### src/rtl/uart_rx_ctrl.sv
// UART receiver frame sequencer: start detection, oversampling/bit counters,
// one-cycle check/shift strobes and the per-frame Data_Valid / Rx_Err verdict.
module uart_rx_ctrl #(
  parameter int DATA_WIDTH = 8,
  parameter int PRESC_W    = 6
) (
  input  logic               CLK,
  input  logic               RST,
  input  logic               RX_IN,
  input  logic [PRESC_W-1:0] Prescale,
  input  logic               PAR_EN,
  input  logic               Start_Err,
  input  logic               Par_Err,
  input  logic               Stop_Err,
  output logic [PRESC_W-1:0] Edge_Cnt,
  output logic [3:0]         Bit_Cnt,
  output logic               Samp_EN,
  output logic               Deser_EN,
  output logic               Start_CHK_EN,
  output logic               Par_CHK_EN,
  output logic               Stop_CHK_EN,
  output logic               Data_Valid,
  output logic               Rx_Err
);

  typedef enum logic [2:0] {IDLE, START, DATA, PARITY, STOP} state_t;

  localparam logic [3:0]         LAST_DATA_BIT = 4'(DATA_WIDTH);
  localparam logic [PRESC_W-1:0] P8            = PRESC_W'(8);
  localparam logic [PRESC_W-1:0] P16           = PRESC_W'(16);
  localparam logic [PRESC_W-1:0] P32           = PRESC_W'(32);

  state_t             state_q, state_d;
  logic [PRESC_W-1:0] presc_q, presc_d;
  logic [PRESC_W-1:0] edge_d, mid_d, last_q;
  logic [3:0]         bit_d;
  logic               par_en_q, par_en_d;
  logic               err_q, err_d;
  logic               done_q, done_d;
  logic               start_pend_q, par_pend_q, stop_pend_q;
  logic               wrap;
  logic               samp_d, deser_d, start_chk_d, par_chk_d, stop_chk_d;
  logic               dv_d, rx_err_d;

  assign last_q = presc_q - PRESC_W'(1);
  assign wrap   = (Edge_Cnt == last_q);

  always_comb begin
    state_d  = state_q;
    edge_d   = Edge_Cnt;
    bit_d    = Bit_Cnt;
    presc_d  = presc_q;
    par_en_d = par_en_q;
    done_d   = 1'b0;
    // Check results arrive one cycle after their strobe; fold them into the
    // latch then, since the checkers need not hold them until the bit ends.
    err_d    = err_q | (start_pend_q & Start_Err) | (par_pend_q & Par_Err)
             | (stop_pend_q & Stop_Err);

    if (state_q != IDLE) begin
      edge_d = wrap ? '0 : Edge_Cnt + PRESC_W'(1);
      if (wrap) bit_d = Bit_Cnt + 4'd1;
    end

    case (state_q)
      IDLE: begin
        if (!RX_IN) begin
          state_d  = START;
          edge_d   = '0;
          bit_d    = '0;
          presc_d  = (Prescale == P8 || Prescale == P16 || Prescale == P32) ? Prescale : P8;
          par_en_d = PAR_EN;
          err_d    = 1'b0;
        end
      end
      START: begin
        if (wrap) begin
          if (err_d) begin
            state_d = IDLE;
            done_d  = 1'b1;
          end else begin
            state_d = DATA;
          end
        end
      end
      DATA: begin
        if (wrap && Bit_Cnt == LAST_DATA_BIT) state_d = par_en_q ? PARITY : STOP;
      end
      PARITY: begin
        if (wrap) state_d = STOP;
      end
      STOP: begin
        if (wrap) begin
          state_d = IDLE;
          done_d  = 1'b1;
        end
      end
      default: state_d = IDLE;
    endcase

    if (state_d == IDLE) bit_d = '0;

    // Strobes are computed from next-state values so they line up with the
    // registered Edge_Cnt they refer to.
    mid_d       = (presc_d >> 1) + PRESC_W'(2);
    samp_d      = (state_d != IDLE);
    deser_d     = (state_d == DATA)   && (edge_d == mid_d);
    start_chk_d = (state_d == START)  && (edge_d == mid_d);
    par_chk_d   = (state_d == PARITY) && (edge_d == mid_d);
    stop_chk_d  = (state_d == STOP)   && (edge_d == mid_d);
    dv_d        = (state_q == IDLE) && done_q && !err_q;
    rx_err_d    = (state_q == IDLE) && done_q && err_q;
  end

  always_ff @(posedge CLK or negedge RST) begin
    if (!RST) begin
      state_q      <= IDLE;
      presc_q      <= P8;
      par_en_q     <= 1'b0;
      err_q        <= 1'b0;
      done_q       <= 1'b0;
      start_pend_q <= 1'b0;
      par_pend_q   <= 1'b0;
      stop_pend_q  <= 1'b0;
      Edge_Cnt     <= '0;
      Bit_Cnt      <= '0;
      Samp_EN      <= 1'b0;
      Deser_EN     <= 1'b0;
      Start_CHK_EN <= 1'b0;
      Par_CHK_EN   <= 1'b0;
      Stop_CHK_EN  <= 1'b0;
      Data_Valid   <= 1'b0;
      Rx_Err       <= 1'b0;
    end else begin
      state_q      <= state_d;
      presc_q      <= presc_d;
      par_en_q     <= par_en_d;
      err_q        <= err_d;
      done_q       <= done_d;
      start_pend_q <= Start_CHK_EN;
      par_pend_q   <= Par_CHK_EN;
      stop_pend_q  <= Stop_CHK_EN;
      Edge_Cnt     <= edge_d;
      Bit_Cnt      <= bit_d;
      Samp_EN      <= samp_d;
      Deser_EN     <= deser_d;
      Start_CHK_EN <= start_chk_d;
      Par_CHK_EN   <= par_chk_d;
      Stop_CHK_EN  <= stop_chk_d;
      Data_Valid   <= dv_d;
      Rx_Err       <= rx_err_d;
    end
  end

endmodule

### config.mk
export PLATFORM = sky130hd
export DESIGN_NAME = uart_rx_ctrl
export DESIGN_NICKNAME = d
export VERILOG_FILES = /design/src/rtl/uart_rx_ctrl.sv
export SDC_FILE = /design/constraint.sdc
export NUM_CORES = 1
export LEC_CHECK = 0
export ABC_CLOCK_PERIOD_IN_PS = 7100
export CAP_MARGIN = 25
export CORE_UTILIZATION = 40
export CTS_BUF_LIST = sky130_fd_sc_hd__clkbuf_8 sky130_fd_sc_hd__clkbuf_16
export DETAILED_ROUTE_END_ITERATION = 10
export GPL_TIMING_DRIVEN = 0
export PLACE_DENSITY = 0.59
export SYNTH_ARGS = -nofsm -noshare
export SYNTH_HDL_FRONTEND = slang
export SYNTH_SLANG_ARGS = --single-unit
### constraint.sdc
create_clock -name CLK -period 7.1 [get_ports CLK]
set_input_delay 2.13 -clock CLK [delete_from_list [all_inputs] [get_ports CLK]]
set_output_delay 2.13 -clock CLK [all_outputs]
set_load 0.005 [all_outputs]
## Word level (Yosys, flattened, before mapping)

Cells that the tools add are included.

- Register bits: 32
- Input bits: 13
- Output and inout port bits: 17
- Word-level logic and storage cells: 85

- $add $sub $neg: 4
- Eq/ne operators: 14
- Multiplexer cells: 26
- Bitwise operators: 7
- Reductions and logical operators: 16

Operators by type and width:

| kind | count |
|---|---|
| two-way mux 6 bit | 7 |
| two-way mux 4 bit | 5 |
| two-way mux 3 bit | 6 |
| case mux 3 bit (5 select lines) | 1 |
| equality test 3 x 2 -> 1 bit (second input constant) | 4 |
| equality test 6 bit | 2 |
| logical AND 1 bit | 8 |
| adder 5 x 2 -> 6 bit (second input constant) | 1 |
| adder 6 x 1 -> 6 bit (second input constant) | 1 |
| equality test 3 x 1 -> 1 bit (second input constant) | 2 |
| equality test 3 bit (second input constant) | 2 |
| equality test 6 x 4 -> 1 bit (second input constant) | 1 |
| equality test 6 x 5 -> 1 bit (second input constant) | 1 |
| equality test 6 bit (second input constant) | 1 |
| zero test 3 bit | 2 |
| nonzero test 3 bit | 2 |
| subtractor 6 x 1 -> 6 bit (second input constant) | 1 |
| two-way mux 1 bit | 5 |
| adder 4 x 1 -> 4 bit (second input constant) | 1 |
| equality test 4 bit (second input constant) | 1 |
| AND 1 bit | 3 |
| OR 1 bit | 3 |
| logical OR 1 bit | 2 |
| two-way mux 2 bit | 1 |
| other kinds (4) | 4 |

## Longest topological paths before layout

Gate-level depths: netlist (run 1).

- Depth after elaboration: 9
- Mapped depth: 13
- Gate-level depth less buffers: 11

## Worst setup path before layout (run 1)

No wires, ideal clock.

- Kind: in2reg
- From: input port RX_IN
- To: register Deser_EN
- Arrival: 4.877 ns
- Slack: 2.128 ns
- Cell stages on the path: 12
- Cell sequence: buf_6 or4_4 clkbuf_1 o21ai_0 ha_1 nand3_1 o211ai_1 a211o_1 o221ai_1 mux2_2 or4_4 nor4b_2

- Cells in the longest elaborated chain, start to end: 5
- Elaborated cells between the ends (all ways): 10
- Classes of those cells: add/sub (1); eq/ne (2); mux (6); reduce/logical (1)

Ends and longest elaborated chain:

| item | line | text |
|---|---|---|
| from (decl) | 9 | `input logic RX_IN,` |
| two-way mux 6 bit | 67 | `if (!RX_IN) begin` |
| two-way mux 6 bit | 65 | `case (state_q)` |
| net presc_d[3] | 34 | `logic [PRESC_W-1:0] presc_q, presc_d;` |
| adder 5 x 2 -> 6 bit | 105 | `mid_d = (presc_d >> 1) + PRESC_W'(2);` |
| equality test 6 bit | 107 | `deser_d = (state_d == DATA) && (edge_d == mid_d);` |
| logical AND 1 bit | 107 |  |
| net deser_d | 42 | `logic samp_d, deser_d, start_chk_d, par_chk_d, stop_chk_d;` |
| to (signal assigned) | 146 | `Deser_EN <= deser_d;` |
| to (decl) | 18 | `output logic Deser_EN,` |

The timed path passes the listed nets, and every way through them passes these cells.
A chain may end at the register's enable or synchronous reset.

## Worst setup path in the final report (run 1)

- From: input port Prescale[0]
- To: register Deser_EN

- Cells in the longest elaborated chain, start to end: 9
- Elaborated cells between the ends (all ways): 11
- Classes of those cells: add/sub (1); eq/ne (4); mux (3); reduce/logical (3)

Ends and longest elaborated chain:

| item | line | text |
|---|---|---|
| from (decl) | 10 | `input logic [PRESC_W-1:0] Prescale,` |
| equality test 6 x 4 -> 1 bit / equality test 6 x 5 -> 1 bit (equally long branches) | 71 | `presc_d = (Prescale == P8 \|\| Prescale == P16 \|\| Prescale == P32) ? Prescale : P8;` |
| logical OR 1 bit | 71 |  |
| logical OR 1 bit * | 71 |  |
| two-way mux 6 bit * | 71 |  |
| two-way mux 6 bit * | 67 |  |
| two-way mux 6 bit * | 65 |  |
| net presc_d[3] | 34 |  |
| adder 5 x 2 -> 6 bit * | 105 |  |
| equality test 6 bit * | 107 |  |
| logical AND 1 bit * | 107 |  |
| net deser_d | 42 |  |

The timed path passes the listed nets; every way through them passes the cells marked *.

==> flow_metrics.py, run 1 <==
metrics = {
    "sta": {
        "hold_viol_final": 0,
        "setup_tns_ns": 0,
        "setup_ws_ns": 1.99,
        "slew_headroom_pct": 47.8,
        "skew_ns": 0.00514,
        "fmax_mhz": 196,
        "fin_crit_ns": 5.11,
        "max_slew.worst_pin.slew_ns": 0.779,
        "rsz0062_at_grt": "no",
        "final.period_utilization_pct": 72.0,
        "setup_viol": 0,
        "finalMaxSlewViolations": 0,
    },
    "pwr": {
        "p_seq_share_pct": 29.1,
        "switching_share_pct": 42.4,
        "powerDensity_nw_per_um2": 427,
        "vdd_drop_max_uv": 155,
        "p_clk_share_pct": 16.9,
        "power_frac_comb_pct": 53.9,
        "p_leak_nw": 0.966,
        "p_sw_w": 0.000434,
        "internal_power_w": 0.000590,
    },
    "clock_tree": {
        "clk_latency_ns": 0.30,
        "cts_tree": "done",
        "clock-sinks": 32,
        "clk_pin_slew_worst_paths_ns": 0.07,
        "cts_hold_buf": 0,
        "post_cts_resized": 0,
        "post_cts_buffers": 0,
        "htree_num_levels": 2,
        "clockRootBuffer": "clkbuf_8",
        "cts-buffers-inserted": 5,
        "clockBufferDepth": 2,
    },
    "place": {
        "dp_hpwl_microns": 3430,
        "gp_congestion": 0.840,
        "place_ws_ns": 1.71,
        "portBuffers": 28,
    },
    "drt": {
        "ant_nets": 0,
        "viasPerCell": 5.81,
        "routed-via-count": 1749,
        "drt-total-wl_microns": 4750,
        "drc_errors": 0,
        "drt_first_pass_iters": 4,
        "drt_iter0_drc": 134,
        "routedWlPerCell_microns": 15.8,
    },
    "die": {
        "initial_core_util_pct": 41.5,
        "dieArea_sq_um": 5160,
        "core-area_sq_um": 4690,
        "io-pin-count": 30,
        "dieHeight_microns": 71.8,
        "rows": 25,
        "die_w_microns": 71.8,
    },
    "layout": {
        "drive_gt1_share_pct": 9.31,
        "syn2layout_area_growth_pct": 23.1,
        "n_fill_cell": 473,
        "nets": 264,
        "antenna_cells": 0,
    },
    "min_path": {
        "hold_path_class": "flip-flop to flip-flop",
    },
    "logic_synthesis": {
        "synth_edf_count": 0,
        "ys_ff_latch": 32,
        "ys.flop_type": "dfrtp_1",
        "synth.net_count": 229,
        "yosysWarnings": 0,
        "postSynthCellCount": 211,
        "seq_area_frac_synth_pct": 41.1,
        "synthArstFlopShare_pct": 100,
        "avgSynthCellArea_sq_um": 9.24,
        "ys_types": 52,
        "netlist_area_sq_um": 1950,
    },
    "worst_setup_path": {
        "critPathLaunchType": "primary input",
        "arrival_ns": 5.32,
        "cp-end-kind": "flip-flop",
        "cp.required_ns": 7.30,
        "crit_type": "primary input to flip-flop",
        "path_max_fanout": 4,
    },
    "global_routing": {
        "first_global_vias": 1659,
        "grt_pass1_wl_microns": 8240,
        "grt_overflow": 0,
        "grt_antenna_before_repair": 0,
        "grt_use_total_pct": 21.0,
        "grt_max_degree": 33,
    },
    "flow_run": {
        "max_cap_violations": 0,
    },
    "status": {
        "status": "finished, final reports clean",
    },
}
## Yosys cell counts (2+ instances only)
| library cell | number | area (sq um) |
|---|---|---|
| dfrtp_1 | 31 | 776 |
| nand2_1 | 18 | 67.6 |
| nor2_1 | 16 | 60.1 |
| o21ai_0 | 14 | 70.1 |
| a21oi_1 | 10 | 50.1 |
| clkbuf_1 | 9 | 33.8 |
| nor3_1 | 9 | 45.0 |
| xnor2_1 | 9 | 78.8 |
| inv_1 | 7 | 26.3 |
| nand3_1 | 7 | 35.0 |
| or3_1 | 7 | 43.8 |
| and3_1 | 5 | 31.3 |
| ha_1 | 5 | 62.6 |
| nand2b_1 | 4 | 25.0 |
| o31ai_1 | 4 | 30.0 |
| xor2_1 | 4 | 35.0 |
| a31oi_1 | 3 | 18.8 |
| a32o_1 | 3 | 30.0 |
| and2_1 | 3 | 18.8 |
| nand4b_1 | 3 | 26.3 |
| o211ai_1 | 3 | 22.5 |
| mux2_2 | 2 | 22.5 |
| nand4_1 | 2 | 12.5 |
| o41ai_1 | 2 | 17.5 |
| or2_2 | 2 | 12.5 |
| or4_1 | 2 | 15.0 |
| or4_4 | 2 | 22.5 |
## worst max-delay path, cell delays in order
cell and delay, ns:
clkdlybuf4s50_1 0.39, or4_1 0.63, a21oi_1 0.16, o21ai_0 0.12
ha_1 0.28, nand3_1 0.15, a221oi_1 0.07, a2111oi_0 0.40
o211ai_1 0.19, or4_4 0.54, nor4b_2 0.26
## sequential cells by signal (all words and copies together), names as in the netlist
signal,flops
err_q,1
Deser_EN,1
par_pend_q,1
stop_pend_q,1
Edge_Cnt,6
Rx_Err,1
Data_Valid,1
start_pend_q,1
Start_CHK_EN,1
Samp_EN,1
done_q,1
Par_CHK_EN,1
presc_q,6
state_q,3
Stop_CHK_EN,1
par_en_q,1
Bit_Cnt,4
## final timing paths
check	from	endpoint	slack, ns	cells after the start
max	Prescale[0]	Deser_EN	1.99	11
min	Par_CHK_EN	par_pend_q	0.38	0
max reg2reg	state_q[2]	Deser_EN	3.25	11
min reg2reg	Par_CHK_EN	par_pend_q	0.38	0
max in group asynchronous	RST	state_q[0]	4.77	1
min in group asynchronous	RST	presc_q[0]	1.88	1
## through the flow
stage	hold WS (ns)	util [%]	cells	area (sq um)	power (W)
after floorplan	0.376	-	211	1950	0.000680
after global placement	0.358	49.0	293	2300	0.000846
after detailed placement	0.365	48.9	293	2290	0.000852
after CTS	0.381	51.1	301	2400	0.00103
after global routing	0.392	51.1	301	2400	0.00111
final	0.378	51.1	301	2400	0.00102
## cell type report
type                            count  area [sq um]  share of cell area (%)
Sequential cell                    32           802                    33.4
Multi-Input combinational cell    162          1080                    44.8
Buffer                             10          45.0                    1.88
Timing Repair Buffer               28           275                    11.5
Clock inverter                      3          38.8                    1.62
Clock buffer                        5          68.8                    2.87
Tap cell                           54          67.6                    2.82
Inverter                            7          26.3                    1.09
## power by group through the flow
| stage | registers [W] | logic, W | clock network (W) |
|---|---|---|---|
| after global placement | 0.000302 | 0.000544 | 0 |
| after global routing | 0.000309 | 0.000622 | 0.000182 |
| after CTS | 0.000300 | 0.000553 | 0.000176 |
| final | 0.000298 | 0.000552 | 0.000173 |
| after floorplan | 0.000290 | 0.000391 | 0 |
| after detailed placement | 0.000302 | 0.000550 | 0 |
## layout by cell type, fill, tap and decap left out, types with 5 or more instances in the layout
cell type / synthesis / final
o21ai_0: 14 / 14
nor2_1: 16 / 16
xnor2_1: 9 / 9
ha_1: 5 / 5
nand2_1: 18 / 18
and3_1: 5 / 5
dfrtp_1: 31 / 31
a21oi_1: 10 / 10
or3_1: 7 / 7
clkbuf_8: 0 / 5
clkdlybuf4s50_1: 0 / 27
nand3_1: 7 / 7
inv_1: 7 / 8
clkbuf_1: 9 / 9
nor3_1: 9 / 9
## cells by family (layout without fill, tap and decap cells)
kind of cell,after synthesis,in the layout,synth area share (%)
and+or+nand+nor,89,89,25.7
AOI/OAI and AO/OA,52,52,18.8
xor gates and xnor gates,13,13,5.84
DFF,32,32,41.1
buffers and inverters,17,53,3.66
adders and majority gates,5,5,3.21
muxes,3,3,1.67
## layer usage
| metal | wire, microns | global-route usage, % |
|---|---|---|
| met2 | 2260 | 33.1 |
| met1 | 2180 | 28.7 |
| met3 | 227 | 3.80 |
| met4 | 81 | 8.50 |
| met5 | 0 | 0 |
Note: power is estimated with default switching activity, not from simulation.
==> inputs of run 2 (changes only) <==
- ABC_CLOCK_PERIOD_IN_PS: 7100 -> 4600
- PLACE_DENSITY: 0.59 -> 0.62
- clock period: 7.1 -> 4.6 ns (I/O delays scaled with it)
==> run 2 against run 1 <==
Net effect: register-to-register slack worse by 2.5 ns; sequential share of layout area unchanged; hold slack worse by 0.00099 ns; clock power up 53%; non-clock buffer count unchanged; combinational power up 56%; final cell count unchanged; die area unchanged; largest power group unchanged.
==> flow_metrics.py, run 2 (synthesis gave the netlist of run 1 again) <==
metrics = {
    "die": {
        "core-area_sq_um": 4690,
        "initial_core_util_pct": 41.5,
        "io-pin-count": 30,
        "dieHeight_microns": 71.8,
        "dieArea_sq_um": 5160,
        "die_w_microns": 71.8,
        "rows": 25,
    },
    "sta": {
        "slew_headroom_pct": 45.2,
        "setup_viol": 0,
        "hold_viol_final": 0,
        "max_slew.worst_pin.slew_ns": 0.819,
        "rsz0062_at_grt": "no",
        "holdWs_ns": 0.377,
        "fin_crit_ns": 4.34,
        "final.period_utilization_pct": 94.4,
        "fmax_mhz": 230,
        "skew_ns": 0.00390,
        "setup_tns_ns": 0,
        "finalMaxSlewViolations": 0,
    },
    "min_path": {
        "hold_path_class": "flip-flop to flip-flop",
    },
    "worst_setup_path": {
        "cp-end-kind": "flip-flop",
        "path_max_fanout": 4,
        "r2r-start": "state_q[2]",
        "worstSetupStartpoint": "Prescale[0]",
        "critPathCapture": "Deser_EN",
        "slowest_delay_ns": 0.63,
        "reg2reg_depth": 11,
        "cp.required_ns": 4.79,
        "path_cells": "clkdlybuf4s50_1 -> or4_1 -> a21oi_1 -> o21ai_0 -> ha_1 -> nand3_1 -> a221oi_1 -> a2111oi_0 -> o211ai_1 -> or4_4 -> nor4b_2",
        "r2r-end": "Deser_EN",
        "path_buf_inv": 1,
        "arrival_ns": 4.53,
        "crit_type": "primary input to flip-flop",
        "r2r_slack_ns": 0.78,
        "crit_family": "simple AND/OR/NAND/NOR gates",
        "cpMaxStageDelayCell": "or4_1",
        "cp_num_cells": 11,
        "critPathLaunchType": "primary input",
    },
    "layout": {
        "nets": 264,
        "drive_gt1_share_pct": 9.31,
        "final_common_cell": "dfrtp_1",
        "finish.utilization_pct": 51.1,
        "final_area_sq_um": 2400,
        "top_regs": "Edge_Cnt (6), presc_q (6), Bit_Cnt (4)",
        "layout_common_cells": "31 x dfrtp_1, 27 x clkdlybuf4s50_1, 18 x nand2_1",
        "syn2layout_area_growth_pct": 23.1,
        "antenna_cells": 0,
    },
    "clock_tree": {
        "post_cts_resized": 0,
        "clk_latency_ns": 0.28,
        "clockBufferDepth": 2,
        "clk_pin_slew_worst_paths_ns": 0.07,
        "cts_tree": "done",
        "cts_hold_buf": 0,
        "cts-buffers-inserted": 5,
        "clock-sinks": 32,
        "post_cts_buffers": 0,
        "htree_num_levels": 2,
        "clockRootBuffer": "clkbuf_8",
    },
    "pwr": {
        "powerDensity_nw_per_um2": 661,
        "p_leak_nw": 0.966,
        "power_w": 0.00159,
        "vdd_drop_max_uv": 302,
    },
    "drt": {
        "routed-via-count": 1714,
        "viasPerCell": 5.69,
        "ant_nets": 0,
        "drt_first_pass_iters": 4,
        "routedWlPerCell_microns": 15.5,
        "drt_iter0_drc": 89,
        "drc_errors": 0,
        "drt-total-wl_microns": 4660,
    },
    "global_routing": {
        "grt_antenna_before_repair": 0,
        "grt_overflow": 0,
        "first_global_vias": 1595,
        "grt_max_degree": 33,
        "grt_use_total_pct": 19.9,
        "grt_pass1_wl_microns": 7820,
    },
    "place": {
        "dp_hpwl_microns": 3400,
        "placed_area_sq_um": 2290,
        "portBuffers": 28,
        "gp_congestion": 0.891,
    },
    "status": {
        "status": "finished, final reports clean",
    },
    "flow_run": {
        "max_cap_violations": 0,
    },
}
## run 2: cell counts in the layout (fill, tap and decap cells not counted)
No cell type changed its count.
## run 2: where the power goes
part	internal (W)	total (W)	switching (W)	leakage, nW
combinational	0.000380	0.000860	0.000480	0.489
clock	0.000158	0.000265	0.000107	0.0593
sequential	0.000373	0.000461	0.0000883	0.418
## run 2: how the worst min path moves through the flow
| stage | startpoint | to | slack, ns | depth (start not counted) |
|---|---|---|---|---|
| 5_1_grt | Stop_CHK_EN | stop_pend_q | 0.39 | 0 |
| 3_3_place_gp | Par_CHK_EN | par_pend_q | 0.36 | 0 |
| 4_1_cts | Stop_CHK_EN | stop_pend_q | 0.38 | 0 |
| 6_report | Stop_CHK_EN | stop_pend_q | 0.38 | 0 |
| 3_5_place_dp | Stop_CHK_EN | stop_pend_q | 0.36 | 0 |
| 2_1_floorplan | Par_CHK_EN | par_pend_q | 0.38 | 0 |
## run 2: cell type report
type                    count  area (sq um)
clock inverters             3          38.8
well taps                  54          67.6
plain buffers              10          45.0
fillers                   468          2290
inverters                   7          26.3
multi-input cells         162          1080
flip-flops and latches     32           802
repair buffers             28           275
clock buffers               5          68.8
## run 2: routing by layer
| layer | vias up | GRT usage [%] | share of wire, % |
|---|---|---|---|
| li1 | 847 | - | - |
| met1 | 819 | 27.5 | 48 |
| met2 | 43 | 31.7 | 45 |
| met3 | 5 | 4.08 | 5.3 |
| met4 | 0 | 5.88 | 1.1 |
| met5 | - | 0 | 0 |
## run 2: through the flow
stage          worst slack, ns  std cells
2_1_floorplan            0.378        211
3_3_place_gp            0.0215        293
3_5_place_dp           0.00421        293
4_1_cts                  0.284        301
5_1_grt                 0.0169        301
6_report                 0.258        301
## run 2: worst reg2reg max path: stages, from the launching register on
cell and delay [ns]:
dfrtp_1 0.46, or3_1 0.41, clkbuf_1 0.24, nor2_1 0.58, nor2_1 0.14, ha_1 0.29
nand3_1 0.14, a221oi_1 0.06, a2111oi_0 0.40, o211ai_1 0.21, or4_4 0.54, nor4b_2 0.25
==> inputs of run 3 (changes only) <==
- ABC_CLOCK_PERIOD_IN_PS: 4600 -> 4700
- PLACE_DENSITY: 0.62 -> 0.59
- TNS_END_PERCENT: not set -> 10
- clock period: 4.6 -> 4.7 ns (I/O delays scaled with it)
==> results of run 3 <==
The final DEF is identical to that of run 1. Status: finished, final reports clean.
Main changes from that run: setup slack after placement 1.71 ns -> 0.0266 ns; setup slack after layout 1.99 ns -> 0.307 ns; register-to-register setup slack 3.25 ns -> 0.85 ns; total power 0.00102 W -> 0.00155 W; worst IR drop on VDD 155 uV -> 235 uV
